===== src/rtl/ecc_seq_pkg.sv =====
// Shared types and constants for the ecc_top command sequencer.
// Register offsets, op codes, AHB encodings and the sequencer FSM state enum.
package ecc_seq_pkg;

    typedef enum logic [2:0] {
        ST_IDLE,
        ST_WR_A,
        ST_WR_D,
        ST_RD_A,
        ST_RD_D,
        ST_GAP,
        ST_DONE,
        ST_ERR
    } state_e;

    localparam logic [1:0] ECC_OP_NONE   = 2'd0;
    localparam logic [1:0] ECC_OP_KEYGEN = 2'd1;
    localparam logic [1:0] ECC_OP_SIGN   = 2'd2;
    localparam logic [1:0] ECC_OP_VERIFY = 2'd3;

    localparam logic [31:0] ECC_CTRL_OFF   = 32'h10;
    localparam logic [31:0] ECC_STATUS_OFF = 32'h18;
    localparam int          STATUS_VALID_BIT = 1;

    localparam logic [1:0] HTRANS_IDLE   = 2'b00;
    localparam logic [1:0] HTRANS_NONSEQ = 2'b10;
    localparam logic [2:0] HSIZE_WORD    = 3'b010;

    function automatic logic op_legal(input logic [1:0] op);
        return (op == ECC_OP_KEYGEN) || (op == ECC_OP_SIGN) || (op == ECC_OP_VERIFY);
    endfunction

endpackage


===== src/rtl/ecc_seq_rr_arb.sv =====
// Two-way round-robin arbiter: combinational one-hot grant, zero latency.
// Priority flips to the loser only when advance_i confirms the grant was taken.
module ecc_seq_rr_arb (
    input  logic       clk,
    input  logic       reset,
    input  logic [1:0] req_i,
    input  logic       advance_i,
    output logic [1:0] grant_o
);

    logic prio_q;
    logic prio_d;

    always_comb begin
        grant_o = 2'b00;
        prio_d  = prio_q;
        if (req_i[prio_q]) begin
            grant_o[prio_q] = 1'b1;
        end else if (req_i[~prio_q]) begin
            grant_o[~prio_q] = 1'b1;
        end
        // grant_o[0] set means requester 0 won, so requester 1 gets priority next
        if (advance_i && (grant_o != 2'b00)) begin
            prio_d = grant_o[0];
        end
    end

    always_ff @(posedge clk) begin
        if (reset) begin
            prio_q <= 1'b0;
        end else begin
            prio_q <= prio_d;
        end
    end

endmodule


===== src/rtl/ecc_cmd_sequencer.sv =====
// Arbitrates two requesters onto one ecc_top: CTRL write, STATUS poll until VALID, respond.
// Zero-wait slave, VALID on first poll: accept -> response in 5 cycles; requesters hold req while busy.
module ecc_cmd_sequencer
    import ecc_seq_pkg::*;
#(
    parameter int                        AHB_ADDR_WIDTH = 32,
    parameter int                        AHB_DATA_WIDTH = 32,
    parameter logic [AHB_ADDR_WIDTH-1:0] ECC_BASE_ADDR  = 'h1000_8000,
    parameter int                        POLL_GAP       = 4,
    parameter int                        TIMEOUT_CYCLES = 1_048_576
) (
    input  logic                      clk,
    input  logic                      reset,
    input  logic [1:0]                req_valid_i,
    input  logic [3:0]                req_op_i,
    output logic [1:0]                req_ready_o,
    output logic [1:0]                rsp_valid_o,
    output logic                      rsp_err_o,
    output logic [AHB_ADDR_WIDTH-1:0] haddr_o,
    output logic [AHB_DATA_WIDTH-1:0] hwdata_o,
    output logic                      hsel_o,
    output logic                      hwrite_o,
    output logic                      hready_o,
    output logic [1:0]                htrans_o,
    output logic [2:0]                hsize_o,
    input  logic                      hresp_i,
    input  logic                      hreadyout_i,
    input  logic [AHB_DATA_WIDTH-1:0] hrdata_i,
    output logic                      busy_o
);

    localparam logic [AHB_ADDR_WIDTH-1:0] CTRL_ADDR   = ECC_BASE_ADDR + AHB_ADDR_WIDTH'(ECC_CTRL_OFF);
    localparam logic [AHB_ADDR_WIDTH-1:0] STATUS_ADDR = ECC_BASE_ADDR + AHB_ADDR_WIDTH'(ECC_STATUS_OFF);
    localparam int TW = $clog2(TIMEOUT_CYCLES + 1);
    localparam int GW = (POLL_GAP > 1) ? $clog2(POLL_GAP + 1) : 1;
    localparam logic [TW-1:0] TO_LIMIT = TW'(TIMEOUT_CYCLES - 1);
    localparam logic [GW-1:0] GAP_LAST = GW'(POLL_GAP - 1);

    state_e        state_q, state_d;
    logic          owner_q, owner_d;
    logic [1:0]    op_q, op_d;
    logic [GW-1:0] gap_q, gap_d;
    logic [TW-1:0] to_q, to_d;
    logic [1:0]    grant;
    logic          arb_adv;
    logic          to_hit;
    logic [1:0]    grant_op;
    logic          unused_rdata;

    assign unused_rdata = ^hrdata_i;
    assign to_hit   = (to_q >= TO_LIMIT);
    assign grant_op = grant[1] ? req_op_i[3:2] : req_op_i[1:0];
    assign hready_o = hreadyout_i;
    assign hsize_o  = HSIZE_WORD;
    assign busy_o   = (state_q != ST_IDLE);

    ecc_seq_rr_arb u_arb (
        .clk       (clk),
        .reset     (reset),
        .req_i     (req_valid_i),
        .advance_i (arb_adv),
        .grant_o   (grant)
    );

    always_comb begin
        state_d     = state_q;
        owner_d     = owner_q;
        op_d        = op_q;
        gap_d       = gap_q;
        to_d        = to_q;
        arb_adv     = 1'b0;
        req_ready_o = 2'b00;
        rsp_valid_o = 2'b00;
        rsp_err_o   = 1'b0;
        haddr_o     = '0;
        hwdata_o    = '0;
        hsel_o      = 1'b0;
        hwrite_o    = 1'b0;
        htrans_o    = HTRANS_IDLE;

        // Saturating timeout counter runs only while a command owns the engine
        if ((state_q != ST_IDLE) && (state_q != ST_DONE) && (state_q != ST_ERR) && !to_hit) begin
            to_d = to_q + 1'b1;
        end

        case (state_q)
            ST_IDLE: begin
                if ((grant != 2'b00) && !reset) begin
                    arb_adv     = 1'b1;
                    req_ready_o = grant;
                    owner_d     = grant[1];
                    op_d        = grant_op;
                    to_d        = '0;
                    state_d     = op_legal(grant_op) ? ST_WR_A : ST_ERR;
                end
            end
            ST_WR_A: begin
                haddr_o  = CTRL_ADDR;
                htrans_o = HTRANS_NONSEQ;
                hwrite_o = 1'b1;
                hsel_o   = 1'b1;
                if (hreadyout_i) state_d = ST_WR_D;
            end
            ST_WR_D: begin
                hwdata_o = AHB_DATA_WIDTH'(op_q);
                if (hreadyout_i) begin
                    state_d = (hresp_i || to_hit) ? ST_ERR : ST_RD_A;
                end
            end
            ST_RD_A: begin
                haddr_o  = STATUS_ADDR;
                htrans_o = HTRANS_NONSEQ;
                hsel_o   = 1'b1;
                if (hreadyout_i) state_d = ST_RD_D;
            end
            ST_RD_D: begin
                if (hreadyout_i) begin
                    if (hresp_i) begin
                        state_d = ST_ERR;
                    end else if (hrdata_i[STATUS_VALID_BIT]) begin
                        state_d = ST_DONE;
                    end else if (to_hit) begin
                        state_d = ST_ERR;
                    end else begin
                        gap_d   = '0;
                        state_d = ST_GAP;
                    end
                end
            end
            ST_GAP: begin
                if (to_hit) begin
                    state_d = ST_ERR;
                end else if (gap_q == GAP_LAST) begin
                    state_d = ST_RD_A;
                end else begin
                    gap_d = gap_q + 1'b1;
                end
            end
            ST_DONE: begin
                rsp_valid_o = owner_q ? 2'b10 : 2'b01;
                state_d     = ST_IDLE;
            end
            ST_ERR: begin
                rsp_valid_o = owner_q ? 2'b10 : 2'b01;
                rsp_err_o   = 1'b1;
                state_d     = ST_IDLE;
            end
            default: state_d = ST_IDLE;
        endcase
    end

    always_ff @(posedge clk) begin
        if (reset) begin
            state_q <= ST_IDLE;
            owner_q <= 1'b0;
            op_q    <= ECC_OP_NONE;
            gap_q   <= '0;
            to_q    <= '0;
        end else begin
            state_q <= state_d;
            owner_q <= owner_d;
            op_q    <= op_d;
            gap_q   <= gap_d;
            to_q    <= to_d;
        end
    end

endmodule


===== config.mk =====
export PLATFORM = sky130hd
export DESIGN_NAME = ecc_cmd_sequencer
export DESIGN_NICKNAME = d
export VERILOG_FILES = /design/src/rtl/ecc_seq_pkg.sv /design/src/rtl/ecc_seq_rr_arb.sv /design/src/rtl/ecc_cmd_sequencer.sv
export SDC_FILE = /design/constraint.sdc
export NUM_CORES = 1
export LEC_CHECK = 0
export CAP_MARGIN = 25
export CORE_MARGIN = 2
export CORE_UTILIZATION = 30
export DETAILED_ROUTE_END_ITERATION = 16
export PLACE_DENSITY = 0.67
export SETUP_SLACK_MARGIN = 0.5
export SYNTH_ARGS = -nofsm -noshare
export SYNTH_HDL_FRONTEND = slang
export SYNTH_HIERARCHICAL = 1
export SYNTH_SLANG_ARGS = --single-unit

===== constraint.sdc =====
create_clock -name clk -period 2.05 [get_ports clk]
set_input_delay 0.41 -clock clk [delete_from_list [all_inputs] [get_ports clk]]
set_output_delay 0.41 -clock clk [all_outputs]
set_load 0.1 [all_outputs]

==> out/results.tsv <==
stage	metric	value	unit
pwr	pwr dens	1170	mW/mm^2
pwr	static leakage	1.39	nW
detailed_routing	Routed Antenna Nets	0	
finish	fin cells	463	
timing	RSZ-0062 raised after global routing	true	
die	die area	0.00846	mm^2
die	standard-cell rows	32	
yosys	post-synth top area share	26.7	%
timing	final hold viol count	0	
global_routing	antenna violations before repair	0	
timing	fmax	563	MHz
critical_path	crit start category	register	
pwr	Worst IR Drop VDD	0.927	mV
yosys	fraction of registers with async set/reset	0	%
timing	Final Skew	0.00790	ns
critical_path	FF-to-FF path depth	6	
global_routing	GRT Total Usage	12.7	%
finish	ANT cells	0	
worst_hold_path	WHS Path Cells	2	
finish	final instance area	0.00349	mm^2
detailed_routing	Post-route DRC	0	
finish	layout cells sized above 1	44.0	%
die	top-level I/O count	120	
timing	setup TNS	0	ns
critical_path	Critical Path Sink Type	register	
place	Area after DPL	0.00281	mm^2
detailed_routing	Pre-antenna DRT Iters	4	
critical_path	Critical Path RT	2.27	ns
place	DP Wirelength	3.50	mm
yosys	synthesized area	0.00232	mm^2
finish	fillcell total	723	
finish	register area	649	um^2
global_routing	global-route wire length before repair	8.85	mm
finish	Multi-input gate area	0.00170	mm^2
yosys	post-synth top area cell	dfxtp_1	
clock_tree	CTS root buf	clkbuf_8	
place	Inst Count DP	421	
critical_path	WS Path Type	register to register	
detailed_routing	via/cell ratio	4.55	
finish	layout net count	406	
die	effective utilization at floorplan	30.5	%
worst_hold_path	Worst Hold Class	register to register	
outcome	status	complete, no violations	
detailed_routing	DRT iter0 DRCs	56	
yosys	top-count cell post-synth	buf_4	
clock_tree	Reg clk slew, reported paths	0.07	ns
die	Die Height	92.0	um
critical_path	Worst Path Arrival	1.99	ns
yosys	top post-synthesis cells by count	buf_4 (67), dfxtp_1 (31), nand2_1 (27)	
timing	Slew Limit Fails	0	
detailed_routing	drt wl/cell	12.0	um
clock_tree	clk_lat worst skew	0.28	ns
clock_tree	CTS tree	done	
die	core footprint	0.00761	mm^2
finish	Area growth, synth to finish	50.5	%
worst_hold_path	Hold Crit Endpoint	gap_q[2]	
yosys	Yosys cell types	53	
yosys	register area share after synthesis	26.7	%
finish	Util after Layout	45.9	%
job	max-cap violations	0	
place	PortBufs	26	
global_routing	vias in the first global route	1988	
yosys	synthesized instance count	292	
global_routing	largest net degree at the start of global routing	11	
detailed_routing	routed via count	2105	
global_routing	GR Overflow Total	0	
clock_tree	H-tree Lvls	2	
yosys	Area contributors post-synth	dfxtp_1 (27%), buf_4 (22%), nand2_1 (4.4%), a21oi_1 (4.1%), nor2_1 (2.7%)	
worst_hold_path	Hold Startpoint	gap_q[2]	
yosys	number of synthesis warnings	6	
yosys	ys flop type	dfxtp_1	
yosys	syn avg cell area	7.95	um^2
clock_tree	Max clock buf depth	2	
clock_tree	Sink Count	31	
detailed_routing	wirelength, routed	5.56	mm
critical_path	Crit Reg-Reg Startpoint	state_q[2]	
yosys	Post-synth EDFFs	0	
critical_path	crit path max fanout	8	
critical_path	Crit Reg-Reg Endpoint	to_q[17]	
die	die width	92.0	um
timing	Setup-failing EPs final	0	
yosys	flops & latches, synth	31	
timing	fin crit period	1.78	ns
critical_path	flop2flop setup slack	0.27	ns
place	RD Place Congestion	0.759	
timing	final critical-path share of the clock period	86.7	%
clock_tree	CTS Buf Count	5	
## per-stage QoR
step                worst slack [ns]  hold WS [ns]  total power [mW]
finish                         0.273         0.466              4.10
global route                   0.220         0.469              4.27
CTS                            0.274         0.466              3.93
detailed placement            -0.101         0.451              3.11
global placement             -0.0814         0.444              3.09
floorplan                    -0.0382         0.434              2.67
## what timing repair did
action,in CTS,in global routing
gates cloned,1,0
buffers inserted,28,6
resized for setup,59,41
setup endpoints to repair,46,46
pin swaps,26,14
hold buffers,0,0
## worst max-delay path, stage by stage (launching register included)
cell,delay (ns)
dfxtp_4,0.42
nor3_4,0.06
bufinv_8,0.21
and4_4,0.26
nand2_4,0.09
or4_1,0.52
a21oi_1,0.15
## power breakdown
part / internal (mW) / total (mW) / switching (mW)
sequential: 0.677 / 0.766 / 0.0887
clock: 0.263 / 0.483 / 0.220
combinational: 1.05 / 2.85 / 1.80
total: 1.99 / 4.10 / 2.11
## state kept, by name (all words and copies together) (netlist names)
| name | count |
|---|---|
| to_q | 21 |
| gap_q | 3 |
| state_q | 3 |
| op_q | 2 |
| owner_q | 1 |
| u_arb/prio_q | 1 |
## worst max path at each step
stage / from / end / cells after the start
floorplan: state_q[2] / hwrite_o / 3
global placement: req_valid_i[0] / state_q[2] / 7
detailed placement: req_valid_i[0] / state_q[2] / 7
CTS: state_q[1] / req_ready_o[0] / 4
global route: state_q[2] / to_q[17] / 6
finish: state_q[2] / to_q[17] / 6
## final cells by class
type	count	area share [%]
multi-input cells	235	48.6
repair buffers	77	25.0
flip-flops and latches	31	18.6
well taps	102	3.65
clock buffers	6	2.36
inverters	11	1.65
clock inverters	1	0.143
## routing by layer
layer,wire length [um],GRT usage (%),vias to the layer above
li1,-,-,1036
met1,2260,14.3,1002
met2,2970,23.5,61
met3,253,3.37,6
met4,76,3.23,0
met5,0,0,-
## cells by family after synthesis
logic type	share of synthesized area [%]
and+or+nand+nor	24.3
xor gates and xnor gates	1.89
other	0.324
adders and majority gates	1.62
DFF	26.7
muxes	3.56
buffers and inverters	25.9
AOI/OAI and AO/OA	15.7
## placed cells by master (no fill, tap or decap), types with 5 or more instances in the layout
master,n
dfxtp_4,5
a21oi_2,8
buf_12,17
mux2i_1,6
clkdlybuf4s50_1,6
nor2_1,12
dfxtp_2,8
o21ai_1,6
conb_1,62
clkbuf_8,6
nand2_1,22
and3_4,7
buf_4,35
buf_6,14
a21oi_1,10
inv_1,9
dfxtp_1,18
No activity file was read; power rests on OpenSTA's default activity.
